**src/rtl/frequency_generator.sv**
```systemverilog
// frequency_generator
//
// Produces a square wave with exactly N rising edges per counting window of
// UPDATE_PERIOD clk cycles, N = 0..99 programmed as two BCD digits. Intended
// as a loopback stimulus for the frequency counter.
//
// A phase accumulator adds 2*N each cycle and toggles the output every time it
// crosses UPDATE_PERIOD, so the 2N toggles are spread evenly over the window
// and the accumulator lands back on zero at the window end.
//
// Ports:
//   clk          system clock
//   reset        synchronous, active-high reset
//   tens, units  BCD digits of the requested edge count (digits >9 clamp to 9)
//   load         one-cycle capture request, ignored while busy
//   enable       1 = generate windows, 0 = idle with output low
//   signal_out   generated square wave (registered)
//   busy         BCD-to-binary conversion in progress
//   window_start one-cycle pulse in the cycle after window cycle 0
//   edge_count   edge count N currently in effect
module frequency_generator #(
    parameter int unsigned UPDATE_PERIOD = 1200,
    parameter int unsigned BITS          = 12
) (
    input  logic       clk,
    input  logic       reset,
    input  logic [3:0] tens,
    input  logic [3:0] units,
    input  logic       load,
    input  logic       enable,
    output logic       signal_out,
    output logic       busy,
    output logic       window_start,
    output logic [6:0] edge_count
);

    localparam logic [BITS-1:0] LAST_CNT   = BITS'(UPDATE_PERIOD - 1);
    localparam logic [BITS:0]   PERIOD_EXT = (BITS + 1)'(UPDATE_PERIOD);

    typedef enum logic [0:0] {StIdle, StConv} conv_state_e;

    // Conversion state
    conv_state_e state_q, state_d;
    logic [6:0]  conv_acc_q, conv_acc_d;
    logic [3:0]  remaining_q, remaining_d;
    logic [6:0]  next_count_q, next_count_d;
    logic        pending_q, pending_d;
    logic        conv_done;
    logic [3:0]  tens_c, units_c;

    // Window / tone state
    logic [BITS-1:0] win_cnt_q;
    logic [BITS-1:0] acc_q, acc_d;
    logic            at_start;
    logic [6:0]      count_eff;
    logic [BITS:0]   base, step, sum;
    logic            toggle;

    assign tens_c   = (tens > 4'd9) ? 4'd9 : tens;
    assign units_c  = (units > 4'd9) ? 4'd9 : units;
    assign busy     = (state_q == StConv);
    assign at_start = (win_cnt_q == '0);

    // ------------------------------------------------------------------
    // BCD conversion: units + 10*tens by repeated addition, one step/cycle
    // ------------------------------------------------------------------
    always_comb begin
        state_d      = state_q;
        conv_acc_d   = conv_acc_q;
        remaining_d  = remaining_q;
        conv_done    = 1'b0;
        unique case (state_q)
            StIdle: begin
                if (load) begin
                    state_d     = StConv;
                    conv_acc_d  = {3'b000, units_c};
                    remaining_d = tens_c;
                end
            end
            StConv: begin
                if (remaining_q != 4'd0) begin
                    conv_acc_d  = conv_acc_q + 7'd10;
                    remaining_d = remaining_q - 4'd1;
                end else begin
                    conv_done = 1'b1;
                    state_d   = StIdle;
                end
            end
        endcase

        next_count_d = conv_done ? conv_acc_q : next_count_q;

        // A conversion finishing on the boundary cycle must survive the clear,
        // so the set is applied after it.
        pending_d = pending_q;
        if (enable && at_start) begin
            pending_d = 1'b0;
        end
        if (conv_done) begin
            pending_d = 1'b1;
        end
    end

    always_ff @(posedge clk) begin
        if (reset) begin
            state_q      <= StIdle;
            conv_acc_q   <= '0;
            remaining_q  <= '0;
            next_count_q <= '0;
            pending_q    <= 1'b0;
        end else begin
            state_q      <= state_d;
            conv_acc_q   <= conv_acc_d;
            remaining_q  <= remaining_d;
            next_count_q <= next_count_d;
            pending_q    <= pending_d;
        end
    end

    // ------------------------------------------------------------------
    // Phase accumulator
    // ------------------------------------------------------------------
    always_comb begin
        // A staged count is picked up only on window cycle 0, so the whole
        // window runs at a single rate.
        count_eff = (at_start && pending_q) ? next_count_q : edge_count;
        // Any residue at cycle 0 is dropped so every window starts in phase.
        base      = at_start ? '0 : {1'b0, acc_q};
        step      = (BITS + 1)'({count_eff, 1'b0});
        sum       = base + step;
        toggle    = (sum >= PERIOD_EXT);
        acc_d     = toggle ? BITS'(sum - PERIOD_EXT) : sum[BITS-1:0];
    end

    always_ff @(posedge clk) begin
        if (reset) begin
            win_cnt_q    <= '0;
            acc_q        <= '0;
            signal_out   <= 1'b0;
            window_start <= 1'b0;
            edge_count   <= '0;
        end else if (!enable) begin
            win_cnt_q    <= '0;
            acc_q        <= '0;
            signal_out   <= 1'b0;
            window_start <= 1'b0;
        end else begin
            win_cnt_q    <= (win_cnt_q == LAST_CNT) ? '0 : win_cnt_q + 1'b1;
            acc_q        <= acc_d;
            // Forced low at cycle 0 so a window never inherits a stale level.
            signal_out   <= at_start ? toggle : (signal_out ^ toggle);
            window_start <= at_start;
            if (at_start) begin
                edge_count <= count_eff;
            end
        end
    end

endmodule

```
**config.mk**
```make
export PLATFORM = sky130hd
export DESIGN_NAME = frequency_generator
export DESIGN_NICKNAME = d
export VERILOG_FILES = /design/src/rtl/frequency_generator.sv
export SDC_FILE = /design/constraint.sdc
export NUM_CORES = 1
export LEC_CHECK = 0
export ABC_CLOCK_PERIOD_IN_PS = 5800
export BUFFER_PORTS_ARGS = -buffer_cell sky130_fd_sc_hd__buf_2
export CORE_ASPECT_RATIO = 0.75
export CORE_MARGIN = 3
export CORE_UTILIZATION = 45
export DETAILED_ROUTE_END_ITERATION = 8
export SETUP_SLACK_MARGIN = 0.05
export SLEW_MARGIN = 5
export SYNTH_ARGS = -nofsm -noshare
export SYNTH_HDL_FRONTEND = slang
export SYNTH_SLANG_ARGS = --single-unit
```
**constraint.sdc**
```tcl
create_clock -name clk -period 5.8 [get_ports clk]
set_input_delay 0.58 -clock clk [delete_from_list [all_inputs] [get_ports clk]]
set_output_delay 0.58 -clock clk [all_outputs]
set_load 0.05 [all_outputs]
```
==> Yosys cells after proc, flatten, opt, wreduce, memory -nomap -nowiden <==
Cells that the tools add are included.
{ "classes": {"div": 0, "n_lt_le_gt_ge": 3, "reduce_logical": 9, "bitwise": 3, "eq_ne": 3, "mul": 0, "mux": 19, "n_shift": 0, "add_sub_neg": 5} }
{ "ops": {"columns": ["op", "n"], "rows": [
  ["2-to-1 mux 12 bit", 2],
  ["2-to-1 mux 7 bit", 3],
  ["2-to-1 mux 4 bit", 4],
  ["case mux 7 bit (2 select lines)", 1],
  ["adder 12 x 8 -> 13 bit", 1],
  ["greater-or-equal comparator 13 x 11 -> 1 bit (second input constant)", 1],
  ["adder 12 x 1 -> 12 bit (second input constant)", 1],
  ["equality test 12 x 11 -> 1 bit (second input constant)", 1],
  ["zero test 12 bit", 1],
  ["subtractor 12 x 11 -> 12 bit (second input constant)", 1],
  ["> comparator 4 bit (second input constant)", 2],
  ["case mux 4 bit (2 select lines)", 1],
  ["adder 7 x 4 -> 7 bit (second input constant)", 1],
  ["2-to-1 mux 1 bit", 7],
  ["AND reduction 2 bit", 2],
  ["nonzero test 4 bit", 1],
  ["subtractor 4 x 1 -> 4 bit (second input constant)", 1],
  ["OR reduction 3 bit", 1],
  ["logical AND 1 bit", 2],
  ["!= test 2 x 1 -> 1 bit (second input constant)", 1],
  ["!= test 2 bit (second input constant)", 1],
  ["NOT 1 bit", 2],
  ["case mux 1 bit (2 select lines)", 1],
  ["nonzero test 2 bit", 1],
  ["other kinds (2)", 2]
]} }
{ "totals": {"latchBits": 0, "input_bits": 12, "memories": 0, "register_bits": 53, "mem_bits_ro": 0, "mem_bits_rw": 0} }

==> Logic depth before layout (Yosys ltp) <==
Gate-level depths: netlist (run 1).
{ "logic_depth": {"depth_word": 7, "mapped_depth": 21, "ltp_nobuf": 19} }

==> Worst setup path after synthesis (run 1) <==
Ideal clock, no wire load.
{ "synth_path": {"path_type": "flip-flop to flip-flop", "start": "reg win_cnt_q[0]", "end": "reg acc_q[9]", "required_time_ps": 5728, "t_arrival_ps": 4366, "setup_time_ps": 72, "path_buffers": 2, "slack_ps": 1362, "stages_incl_launch_ff": 22, "path_cell_list": "dfxtp_1 -> inv_1 -> ha_1 -> nor4b_1 -> and4b_1 -> clkbuf_1 -> nand2_1 -> mux2_2 -> ha_1 -> fa_1 -> a211oi_1 -> or2_1 -> buf_6 -> and2_1 -> ha_1 -> inv_1 -> nor4_1 -> o21ai_0 -> a211oi_1 -> a211oi_2 -> a211oi_1 -> mux2i_1"} }
{ "synth_via": {"elab_chain_cells": 6, "elab_cells_between_ends": 8, "cone_classes": "add/sub: 2; order compare: 1; mux: 3; reduce/logical: 2"} }
{ "synth_lines": {"columns": ["element", "line_no", "source"], "rows": [
  ["start, declared", "52", "logic [BITS-1:0] win_cnt_q;"],
  ["start signal, assigned", "148", "win_cnt_q <= (win_cnt_q == LAST_CNT) ? '0 : win_cnt_q + 1'b1;"],
  ["zero test 12 bit (*)", "62", "assign at_start = (win_cnt_q == '0);"],
  ["logical AND 1 bit (*)", "126", "count_eff = (at_start && pending_q) ? next_count_q : edge_count;"],
  ["2-to-1 mux 7 bit (*)", "126", null],
  ["named net count_eff[0]", "55", "logic [6:0] count_eff;"],
  ["adder 12 x 8 -> 13 bit (*)", "130", "sum = base + step;"],
  ["subtractor 12 x 11 -> 12 bit / greater-or-equal comparator 13 x 11 -> 1 bit (equally long branches)", "132, 131", null],
  ["2-to-1 mux 12 bit (*)", "132", "acc_d = toggle ? BITS'(sum - PERIOD_EXT) : sum[BITS-1:0];"],
  ["end signal, assigned", "138", "acc_q <= '0;"],
  ["end signal, assigned", "144", "acc_q <= '0;"],
  ["end signal, assigned", "149", "acc_q <= acc_d;"],
  ["end, declared", "53", "logic [BITS-1:0] acc_q, acc_d;"]
]} }
The timed path passes the listed nets; every way through them passes the cells marked *.
A chain may end at the register's enable or synchronous reset.

==> Worst setup path in the final report (run 1) <==
{ "layout_path": {"start": "reg win_cnt_q[0]", "end": "reg acc_q[5]"} }
The elaborated chain is that of the path after synthesis.

==> key figures, run 1 <==
Route
  • Routed Antenna Nets: 0
  • Via Count: 2592
  • Vias/cell: 5.55
  • DRT iter0 DRCs: 136
  • WL final: 6560 um
  • DRC: 0
  • Drt first pass iters: 5
  • Routed WL per cell: 14.0 um

Timing
  • Setup TNS: 0 ns
  • Worst Tran Pin Value: 1.17 ns
  • Unrepaired setup endpoints after global routing: no
  • Fmax: 199 MHz
  • Max-slew violations: 0
  • Final hold vios: 0
  • Clock skew: 0.00676 ns
  • Final min period: 5.02 ns
  • Max_slew headroom: 0.211
  • Final cycle utilization of the critical path: 0.865
  • Number of setup violations in the final report: 0

Setup path
  • CP Class: flop to flop
  • CP peak stage delay: 0.46 ns
  • CP Data Arrival Time: 5.25 ns
  • Crit path capture type: flop
  • Critical path data required time: 6.03 ns
  • Setup crit start kind: flop
  • Most common cell on crit path: ha_1
  • Buf/Inv on CP: 2
  • Slowest stage cell, crit path: and4b_1
  • Critical Path, Cell by Cell: inv_1 -> ha_1 -> nor4b_1 -> and4b_1 -> nand2_1 -> mux2_2 -> ha_1 -> fa_1 -> a211oi_1 -> or2_1 -> and2_1 -> ha_1 -> inv_1 -> nor4_1 -> o21ai_0 -> a211oi_1 -> a211oi_2 -> a21oi_1 -> mux2i_1
  • Crit path max-delay family: simple AND/OR/NAND/NOR gates
  • Largest fanout on the critical path: 9

Placement
  • Gp weighted congestion: 0.841
  • Post-DP HPWL: 4910 um
  • Port bufs: 21
  • Cells after DPL: 459

Final layout
  • Number of diodes: 0
  • Layout net count: 410
  • Layout cells sized above 1: 0.124
  • Fillers: 606
  • Non-filler cells in the finished layout: 467
  • Area grow syn2layout: 8.06%

CTS
  • CTS clk-pin slew, worst paths: 0.10 ns
  • CTS tree: done
  • CTS H-tree lvls: 2
  • Clock buffer depth: 2
  • Resize count post-CTS: 0
  • CTS Hold Bufs: 0
  • Clk root buf: clkbuf_8
  • Postcts setup bufs: 0
  • Skew-Pair Late Insertion Delay: 0.31 ns
  • Num CTS Buffers: 5
  • Clock Sinks: 53

Yosys
  • Sequential fraction of the synthesis area: 0.349
  • Ys flop type: dfxtp_1
  • Post-synth EDFFs: 0
  • Synth cell types: 53
  • Syn Nets: 394
  • Post-synthesis register bit count: 53
  • Cell Area, Synth: 3040 um2
  • Ys async rst share: 0
  • Syn_area_per_cell: 8.25 um2
  • Ys Warns: 0
  • Cell count after synthesis: 369

Floorplanning
  • DIE WIDTH: 101 um
  • # rows: 25
  • Die area: 7800 um2
  • Core box area: 6410 um2
  • Die Y: 77.2 um
  • Io pins: 22
  • Initial core utilization: 0.475

Power and ir drop
  • Leakage: 0.00127 uW
  • VDD IR max: 0.0999 mV
  • PwrDens: 207 nW/um2

Global route
  • GRT Overall Usage: 0.177
  • GRT overflow: 0
  • Via count of the first global-routing pass: 2353
  • Initial antenna violation count: 0
  • Pin count of the biggest net entering global routing: 29
  • First-pass GRT wire length: 11300 um

Outcome
  • Status: finished, final reports clean

Job
  • Max-cap violations: 0

Worst hold path
  • Worst hold path class: flop to flop
## layout make-up
| cell class | instances | area, um2 | area share |
|---|---|---|---|
| Tap cell | 81 | 101 | 0.0308 |
| Clock inverter | 2 | 13.8 | 0.00418 |
| Inverter | 11 | 41.3 | 0.0126 |
| Multi-Input combinational cell | 291 | 1880 | 0.571 |
| Timing Repair Buffer | 23 | 120 | 0.0365 |
| Sequential cell | 53 | 1060 | 0.323 |
| Clock buffer | 6 | 72.6 | 0.0221 |
## power by group
part	internal [uW]	switching (uW)	total, uW
Clock	86.4	123	210
Sequential	375	13.3	389
Combinational	31.2	51.3	82.5
Total	493	188	681
## layer usage
| layer | wire, um | up-vias | track usage |
|---|---|---|---|
| met5 | 0 | - | 0 |
| met4 | 44 | 0 | 0.0359 |
| met3 | 270 | 4 | 0.0309 |
| met2 | 2590 | 43 | 0.249 |
| met1 | 3660 | 1201 | 0.279 |
| li1 | - | 1344 | - |
## metrics by stage
step	total power, uW	instance area (um2)	hold slack, ns	worst slack, ns	utilization
finish	681	3290	0.451	0.781	0.513
detailed placement	479	3200	0.439	0.812	0.500
floorplan	457	3040	0.410	1.36	-
global route	715	3290	0.479	0.288	0.513
CTS	688	3290	0.454	0.786	0.513
global placement	478	3200	0.441	0.991	0.500
## path summary, 6_finish.rpt
check                             startpoint  endpoint  slack, ns  depth (start not counted)
worst max-delay path            win_cnt_q[0]  acc_q[5]       0.78                         19
worst min-delay path                acc_q[0]  acc_q[0]       0.45                          2
worst max register to register  win_cnt_q[0]  acc_q[5]       0.78                         19
worst min register to register      acc_q[0]  acc_q[0]       0.45                          2
## registers in the layout, summed over array words and instances, names as in the netlist, 4 cells and up
name	cells
acc_q	12
win_cnt_q	12
conv_acc_q	7
edge_count	7
next_count_q	7
remaining_q	4
## worst min-delay path: stages (launching register included)
cell and delay (ns):
dfxtp_1 0.31, inv_1 0.06, nor2_1 0.04
## placed cells by master (no fill, tap or decap), types with 2 or more instances in the layout
cell type	instances
dfxtp_1	53
nand2_1	42
nor2_1	41
a21oi_1	23
buf_2	21
o21ai_0	17
nand3_1	14
mux2i_1	14
and2_1	13
ha_1	12
inv_1	11
a211oi_1	10
mux2_2	9
xor2_1	9
nand2b_1	8
nor2b_1	5
nor3_1	5
xnor2_1	5
clkbuf_8	5
nor4_1	4
nor3b_1	4
and3_1	4
o211ai_1	4
a21o_1	4
nor4b_1	3
a211o_1	3
o31a_1	3
or2_2	3
nand4b_1	2
o21a_1	2
o21bai_1	2
o21ai_1	2
a21boi_0	2
nand4_1	2
o31ai_1	2
a311oi_2	2
buf_4	2
## synthesized netlist by cell type (3+ instances only)
library cell | instances | area, um2
dfxtp_1 | 53 | 1060
nand2_1 | 42 | 158
nor2_1 | 41 | 154
a21oi_1 | 23 | 115
o21ai_0 | 17 | 85.1
mux2i_1 | 14 | 140
nand3_1 | 14 | 70.1
and2_1 | 13 | 81.3
ha_1 | 12 | 150
clkbuf_1 | 11 | 41.3
inv_1 | 11 | 41.3
a211oi_1 | 10 | 75.1
mux2_2 | 9 | 101
xor2_1 | 9 | 78.8
nand2b_1 | 8 | 50.1
nor2b_1 | 5 | 31.3
nor3_1 | 5 | 25.0
xnor2_1 | 5 | 43.8
a21o_1 | 4 | 30.0
and3_1 | 4 | 25.0
nor3b_1 | 4 | 30.0
nor4_1 | 4 | 25.0
o211ai_1 | 4 | 30.0
a211o_1 | 3 | 26.3
nor4b_1 | 3 | 26.3
o31a_1 | 3 | 26.3
or2_2 | 3 | 18.8
## logic make-up (layout without fill, tap and decap cells)
family          Yosys count  in the layout  share of synthesized area
simple gates            158            158                      0.261
compound gates           83             83                      0.181
flops                    53             53                      0.349
buf+inv                  25             42                     0.0341
mux                      23             23                     0.0793
xor+xnor                 14             14                     0.0403
fa+ha+maj                13             13                     0.0559
No activity file was read; power rests on OpenSTA's default activity.
==> run 2: changes to the inputs <==
ABC_CLOCK_PERIOD_IN_PS = 5100   (was 5800)
clock period = 5.1 ns   (was 5.8 ns; I/O delays follow)
==> run 2 against run 1 <==
Total power up 16%. Worst setup slack lost 0.30 ns. Utilization up 0.51 points. Via count rose by 1.7%. Critical endpoint is now acc_q[4]. Largest cell class unchanged.
==> key figures, run 2 (synthesis gave the netlist of run 1 again) <==
Timing
  • Clock skew: 0.0106 ns (+0.00384 ns)
  • Max_slew headroom: 0.249 (+0.0381)
  • Number of setup violations in the final report: 0 (unchanged)
  • Worst Tran Pin Value: 1.11 ns (-0.0566 ns)
  • Fmax: 216 MHz (+8.6%)
  • Final cycle utilization of the critical path: 0.906 (+0.0407)
  • Max-slew violations: 0 (unchanged)
  • Final min period: 4.62 ns (-0.398 ns)
  • Unrepaired setup endpoints after global routing: no
  • Setup TNS: 0 ns (unchanged)
  • Final hold vios: 0 (unchanged)

Outcome
  • Status: finished, final reports clean

Power and ir drop
  • Combinational share of power: 0.120 (about the same)
  • Seq pwr share: 0.558 (-0.013)
  • Sw Share: 0.275 (-0.000845)
  • Clk network pwr share: 0.322 (+0.014)
  • Cell-internal power: 573 uW (+16%)
  • P_sw: 218 uW (+16%)
  • PwrDens: 238 nW/um2 (+15%)
  • VDD IR max: 0.123 mV (+23%)
  • Pwr Total: 791 uW (+16%)
  • Leakage: 0.00129 uW (+1.4%)

Global route
  • GRT overflow: 0 (unchanged)
  • Via count of the first global-routing pass: 2354 (+0.042%)
  • Pin count of the biggest net entering global routing: 29 (unchanged)
  • GRT Overall Usage: 0.180 (+0.00320)
  • Initial antenna violation count: 0 (unchanged)
  • First-pass GRT wire length: 11500 um (+1.3%)

CTS
  • Clock Sinks: 53 (unchanged)
  • Resize count post-CTS: 0 (unchanged)
  • Skew-Pair Late Insertion Delay: 0.31 ns (about the same)
  • Postcts setup bufs: 0 (unchanged)
  • CTS tree: done
  • CTS clk-pin slew, worst paths: 0.10 ns (about the same)
  • Clock buffer depth: 2 (unchanged)
  • CTS H-tree lvls: 2 (unchanged)
  • CTS Hold Bufs: 0 (unchanged)
  • Clk root buf: clkbuf_8
  • Num CTS Buffers: 5 (unchanged)

Setup path
  • Slowest stage cell, crit path: a211oi_2
  • Critical path data required time: 5.30 ns (-0.73 ns)
  • Critical Path, Cell by Cell: inv_1 -> ha_1 -> nor4b_1 -> and4b_1 -> nand2_1 -> mux2_2 -> ha_1 -> fa_1 -> a211oi_1 -> o21bai_1 -> and2_1 -> ha_1 -> inv_1 -> nor4_1 -> o21ai_0 -> a211oi_1 -> a211oi_2 -> a21oi_1 -> mux2i_1
  • CP Data Arrival Time: 4.82 ns (-0.43 ns)
  • CP peak stage delay: 0.56 ns (+0.10 ns)
  • CP Class: flop to flop
  • Largest fanout on the critical path: 9 (unchanged)
  • Crit path capture type: flop
  • Setup crit start kind: flop
  • Most common cell on crit path: ha_1

Route
  • Drt first pass iters: 4 (-1)
  • Routed WL per cell: 14.1 um (+0.51%)
  • Routed Antenna Nets: 0 (unchanged)
  • Vias/cell: 5.61 (+1.1%)
  • WL final: 6640 um (+1.2%)
  • DRC: 0 (unchanged)
  • Via Count: 2637 (+1.7%)
  • DRT iter0 DRCs: 159 (+17%)

Final layout
  • Area grow syn2layout: 9.12%
  • Layout cells sized above 1: 0.134 (+0.00932)
  • Number of diodes: 0 (unchanged)
  • Fillers: 595 (-1.8%)
  • Commonest non-fill, non-tap cell in the layout: dfxtp_1
  • Footprint of the multi-input gates: 1880 um2 (unchanged)
  • Final Util: 0.518 (+0.00507)
  • Largest regs: acc_q (12), win_cnt_q (12)
  • Layout net count: 413 (+0.73%)
  • Storage element area: 1060 um2 (unchanged)
  • Most frequent cells in the layout: 53 x dfxtp_1, 42 x nand2_1, 41 x nor2_1, 23 x a21oi_1, 21 x buf_2

Floorplanning
  • DIE WIDTH: 101 um (unchanged)
  • Die area: 7800 um2 (unchanged)
  • Core box area: 6410 um2 (unchanged)
  • Io pins: 22 (unchanged)
  • Initial core utilization: 0.475 (unchanged)
  • Die Y: 77.2 um (unchanged)
  • # rows: 25 (unchanged)

Job
  • Max-cap violations: 0 (unchanged)

Placement
  • Post-DP HPWL: 5020 um (+2.1%)
  • Gp weighted congestion: 0.812 (-3.5%)
  • Port bufs: 21 (unchanged)

Worst hold path
  • Worst hold path class: primary input to flop
[run 2: area by class of cell]
| class | count | share of cell area |
|---|---|---|
| inverters | 11 | 0.0124 |
| repair buffers | 26 | 0.0429 |
| flip-flops and latches | 53 | 0.319 |
| well taps | 81 | 0.0305 |
| clock inverters | 2 | 0.00414 |
| multi-input cells | 291 | 0.566 |
| clock buffers | 6 | 0.0249 |
[run 2: worst max-delay path, delay by kind of cell (launching register included)]
family                     cells  cell delay (ns)
AOI/OAI and AO/OA              6             1.44
and+or+nand+nor                5             1.05
adders and majority gates      4             1.01
muxes                          2             0.50
DFF                            1             0.34
buffers and inverters          2             0.16
[run 2: worst paths after layout]
check             startpoint         endpoint  slack [ns]  depth (start not counted)
max reg2reg     win_cnt_q[0]         acc_q[4]        0.48                         19
min reg2reg  next_count_q[1]  next_count_q[1]        0.46                          2
min                 units[0]    conv_acc_q[0]        0.45                          3
max             win_cnt_q[0]         acc_q[4]        0.48                         19
[run 2: stage by stage]
stage | setup WS [ns] | instance area (um2) | hold slack (ns) | std cells
2_1_floorplan | 0.662 | 3040 | 0.410 | 369
3_3_place_gp | 0.635 | 3230 | 0.448 | 462
3_5_place_dp | 0.473 | 3230 | 0.449 | 462
4_1_cts | 0.455 | 3320 | 0.441 | 470
5_1_grt | 0.0781 | 3320 | 0.447 | 470
6_report | 0.479 | 3320 | 0.446 | 470
[run 2: metal layers]
layer / global-route usage / wire [um] / up-vias
met5: 0 / 0 / -
met4: 0.0478 / 72 / 0
met1: 0.286 / 3700 / 1227
met2: 0.243 / 2570 / 56
li1: - / - / 1347
met3: 0.0355 / 292 / 7
[run 2: power by group through the flow]
stage          Sequential [uW]  Clock [uW]  Combinational (uW)
2_1_floorplan              449           0                69.9
4_1_cts                    441         261                95.8
3_5_place_dp               451           0                95.5
5_1_grt                    444         280                 107
3_3_place_gp               451           0                94.1
6_report                   441         255                95.3
==> run 3: changes to the inputs <==
ABC_CLOCK_PERIOD_IN_PS = unset   (was 5100)
MAX_ROUTING_LAYER = met4   (was unset)
==> run 3 against run 2 <==
Clock power is essentially flat. Global-route usage grew 0.50 points. Count of clock-buffer cells in the layout is the same. Total power is essentially flat. Worst setup slack gained 0.0069 ns. Critical path type unchanged. Highest routed layer unchanged.
==> key figures, run 3 (synthesis gave the netlist of run 1 again) <==
Outcome
  • Status: finished, final reports clean

Route
  • WL final: 6650 um (+0.12%)
  • Drt first pass iters: 4 (unchanged)
  • Via Count: 2640 (+0.11%)
  • DRC: 0 (unchanged)
  • Routed Antenna Nets: 0 (unchanged)
  • Routed WL per cell: 14.1 um (+0.12%)
  • Vias/cell: 5.62 (+0.11%)
  • DRT iter0 DRCs: 153 (-3.8%)

Setup path
  • Critical Path, Cell by Cell: inv_1 -> ha_1 -> nor4b_1 -> and4b_1 -> nand2_1 -> mux2_2 -> ha_1 -> fa_1 -> a211oi_1 -> o21bai_1 -> and2_1 -> ha_1 -> inv_1 -> nor4_1 -> o21ai_0 -> a211oi_1 -> a211oi_2 -> a21oi_1 -> mux2i_1
  • Slowest stage cell, crit path: a211oi_2
  • Buf/Inv on CP: 2 (unchanged)
  • CP Class: flop to flop
  • Critical path data required time: 5.30 ns (about the same)
  • CP peak stage delay: 0.56 ns (about the same)
  • Most common cell on crit path: ha_1
  • Largest fanout on the critical path: 9 (unchanged)
  • CP Data Arrival Time: 4.82 ns (about the same)
  • Setup crit start kind: flop
  • Crit path max-delay family: compound AO/OA/AOI/OAI gates
  • Crit path capture type: flop

CTS
  • Num CTS Buffers: 5 (unchanged)
  • CTS tree: done
  • CTS clk-pin slew, worst paths: 0.10 ns (about the same)
  • Postcts setup bufs: 0 (unchanged)
  • CTS Hold Bufs: 0 (unchanged)
  • Clk root buf: clkbuf_8
  • Clock buffer depth: 2 (unchanged)
  • Resize count post-CTS: 0 (unchanged)
  • Skew-Pair Late Insertion Delay: 0.31 ns (about the same)
  • CTS H-tree lvls: 2 (unchanged)
  • Clock Sinks: 53 (unchanged)

Global route
  • Initial antenna violation count: 0 (unchanged)
  • Pin count of the biggest net entering global routing: 29 (unchanged)
  • First-pass GRT wire length: 11500 um (about the same)
  • GRT overflow: 0 (unchanged)
  • GRT Overall Usage: 0.185 (+0.00498)
  • Via count of the first global-routing pass: 2353 (-0.042%)

Final layout
  • Non-filler cells in the finished layout: 470 (unchanged)
  • Commonest non-fill, non-tap cell in the layout: dfxtp_1
  • Layout net count: 413 (unchanged)
  • Largest regs: acc_q (12), win_cnt_q (12)
  • Most frequent cells in the layout: 53 x dfxtp_1, 42 x nand2_1, 41 x nor2_1, 23 x a21oi_1, 21 x buf_2
  • Layout cells sized above 1: 0.134 (unchanged)
  • Number of diodes: 0 (unchanged)
  • Area grow syn2layout: 9.12% (unchanged)

Floorplanning
  • Die Y: 77.2 um (unchanged)
  • Core box area: 6410 um2 (unchanged)
  • Die area: 7800 um2 (unchanged)
  • Io pins: 22 (unchanged)
  • Initial core utilization: 0.475 (unchanged)
  • DIE WIDTH: 101 um (unchanged)
  • # rows: 25 (unchanged)

Placement
  • Cells after DPL: 462 (unchanged)
  • Port bufs: 21 (unchanged)
  • Post-DP HPWL: 5020 um (unchanged)
  • Gp weighted congestion: 0.824 (+1.5%)

Power and ir drop
  • VDD IR max: 0.123 mV (-0.22%)
  • Leakage: 0.00129 uW (unchanged)
  • Sw Share: 0.276 (+0.000527)
  • Clk network pwr share: 0.322 (about the same)
  • Cell-internal power: 574 uW (about the same)
  • PwrDens: 238 nW/um2 (about the same)
  • Combinational share of power: 0.121 (about the same)
  • P_sw: 218 uW (+0.28%)
  • Seq pwr share: 0.557 (about the same)

Timing
  • Unrepaired setup endpoints after global routing: no
  • Final cycle utilization of the critical path: 0.905 (-0.00136)
  • Final hold vios: 0 (unchanged)
  • Clock skew: 0.00964 ns (-0.000959 ns)
  • Number of setup violations in the final report: 0 (unchanged)
  • Max-slew violations: 0 (unchanged)
  • Final min period: 4.61 ns (-0.00691 ns)
  • Worst Tran Pin Value: 1.12 ns (+0.00195 ns)
  • Fmax: 217 MHz (+0.15%)
  • Max_slew headroom: 0.248 (-0.00131)
  • Setup TNS: 0 ns (unchanged)

Worst hold path
  • Worst hold path class: primary input to flop

Job
  • Max-cap violations: 0 (unchanged)
==> run 3: final cells by class <==
type,instances,area [um2]
timing repair buffer,26,143
tap,81,101
sequential,53,1060
inverter,11,41.3
fill,595,3090
clock buffer,6,82.6
clock inverter,2,13.8
multi-input combinational,291,1880
==> run 3: worst register-to-register path, stage by stage, from the launching register on <==
cell and delay, ns:
dfxtp_1 0.34, inv_1 0.08, ha_1 0.14, nor4b_1 0.33, and4b_1 0.28, nand2_1 0.20, mux2_2 0.35, ha_1 0.24
fa_1 0.42, a211oi_1 0.39, o21bai_1 0.14, and2_1 0.19, ha_1 0.21, inv_1 0.08, nor4_1 0.05, o21ai_0 0.07
a211oi_1 0.07, a211oi_2 0.56, a21oi_1 0.22, mux2i_1 0.15
==> run 3: power groups by stage <==
| stage | Combinational [uW] | Sequential (uW) | Clock [uW] |
|---|---|---|---|
| after floorplan | 69.9 | 449 | 0 |
| after global placement | 94.1 | 451 | 0 |
| after detailed placement | 95.5 | 451 | 0 |
| after CTS | 95.8 | 441 | 261 |
| after global routing | 106 | 444 | 281 |
| final | 95.4 | 441 | 255 |
==> run 3: stage by stage <==
stage	power [uW]	hold slack, ns	area (um2)	util	setup slack (ns)
6_report	792	0.451	3320	0.518	0.486
5_1_grt	831	0.445	3320	0.518	0.0760
4_1_cts	798	0.441	3320	0.518	0.455
3_5_place_dp	546	0.449	3230	0.503	0.473
3_3_place_gp	545	0.448	3230	0.503	0.635
2_1_floorplan	519	0.410	3040	-	0.662
==> run 3: per-layer routing <==
metal / share of wire / wire length [um] / GRT usage / vias up
li1: - / - / - / 1349
met1: 0.56 / 3730 / 0.286 / 1233
met2: 0.39 / 2570 / 0.243 / 53
met3: 0.043 / 286 / 0.0355 / 5
met4: 0.0083 / 55 / 0.0478 / 0
met5: 0 / 0 / - / -
==> run 3: path summary, 6_finish.rpt <==
path                   start               to  slack, ns  depth (start not counted)
max             win_cnt_q[0]         acc_q[5]       0.49                         19
min                 units[0]    conv_acc_q[0]       0.45                          3
max reg2reg     win_cnt_q[0]         acc_q[5]       0.49                         19
min reg2reg  next_count_q[1]  next_count_q[1]       0.46                          2
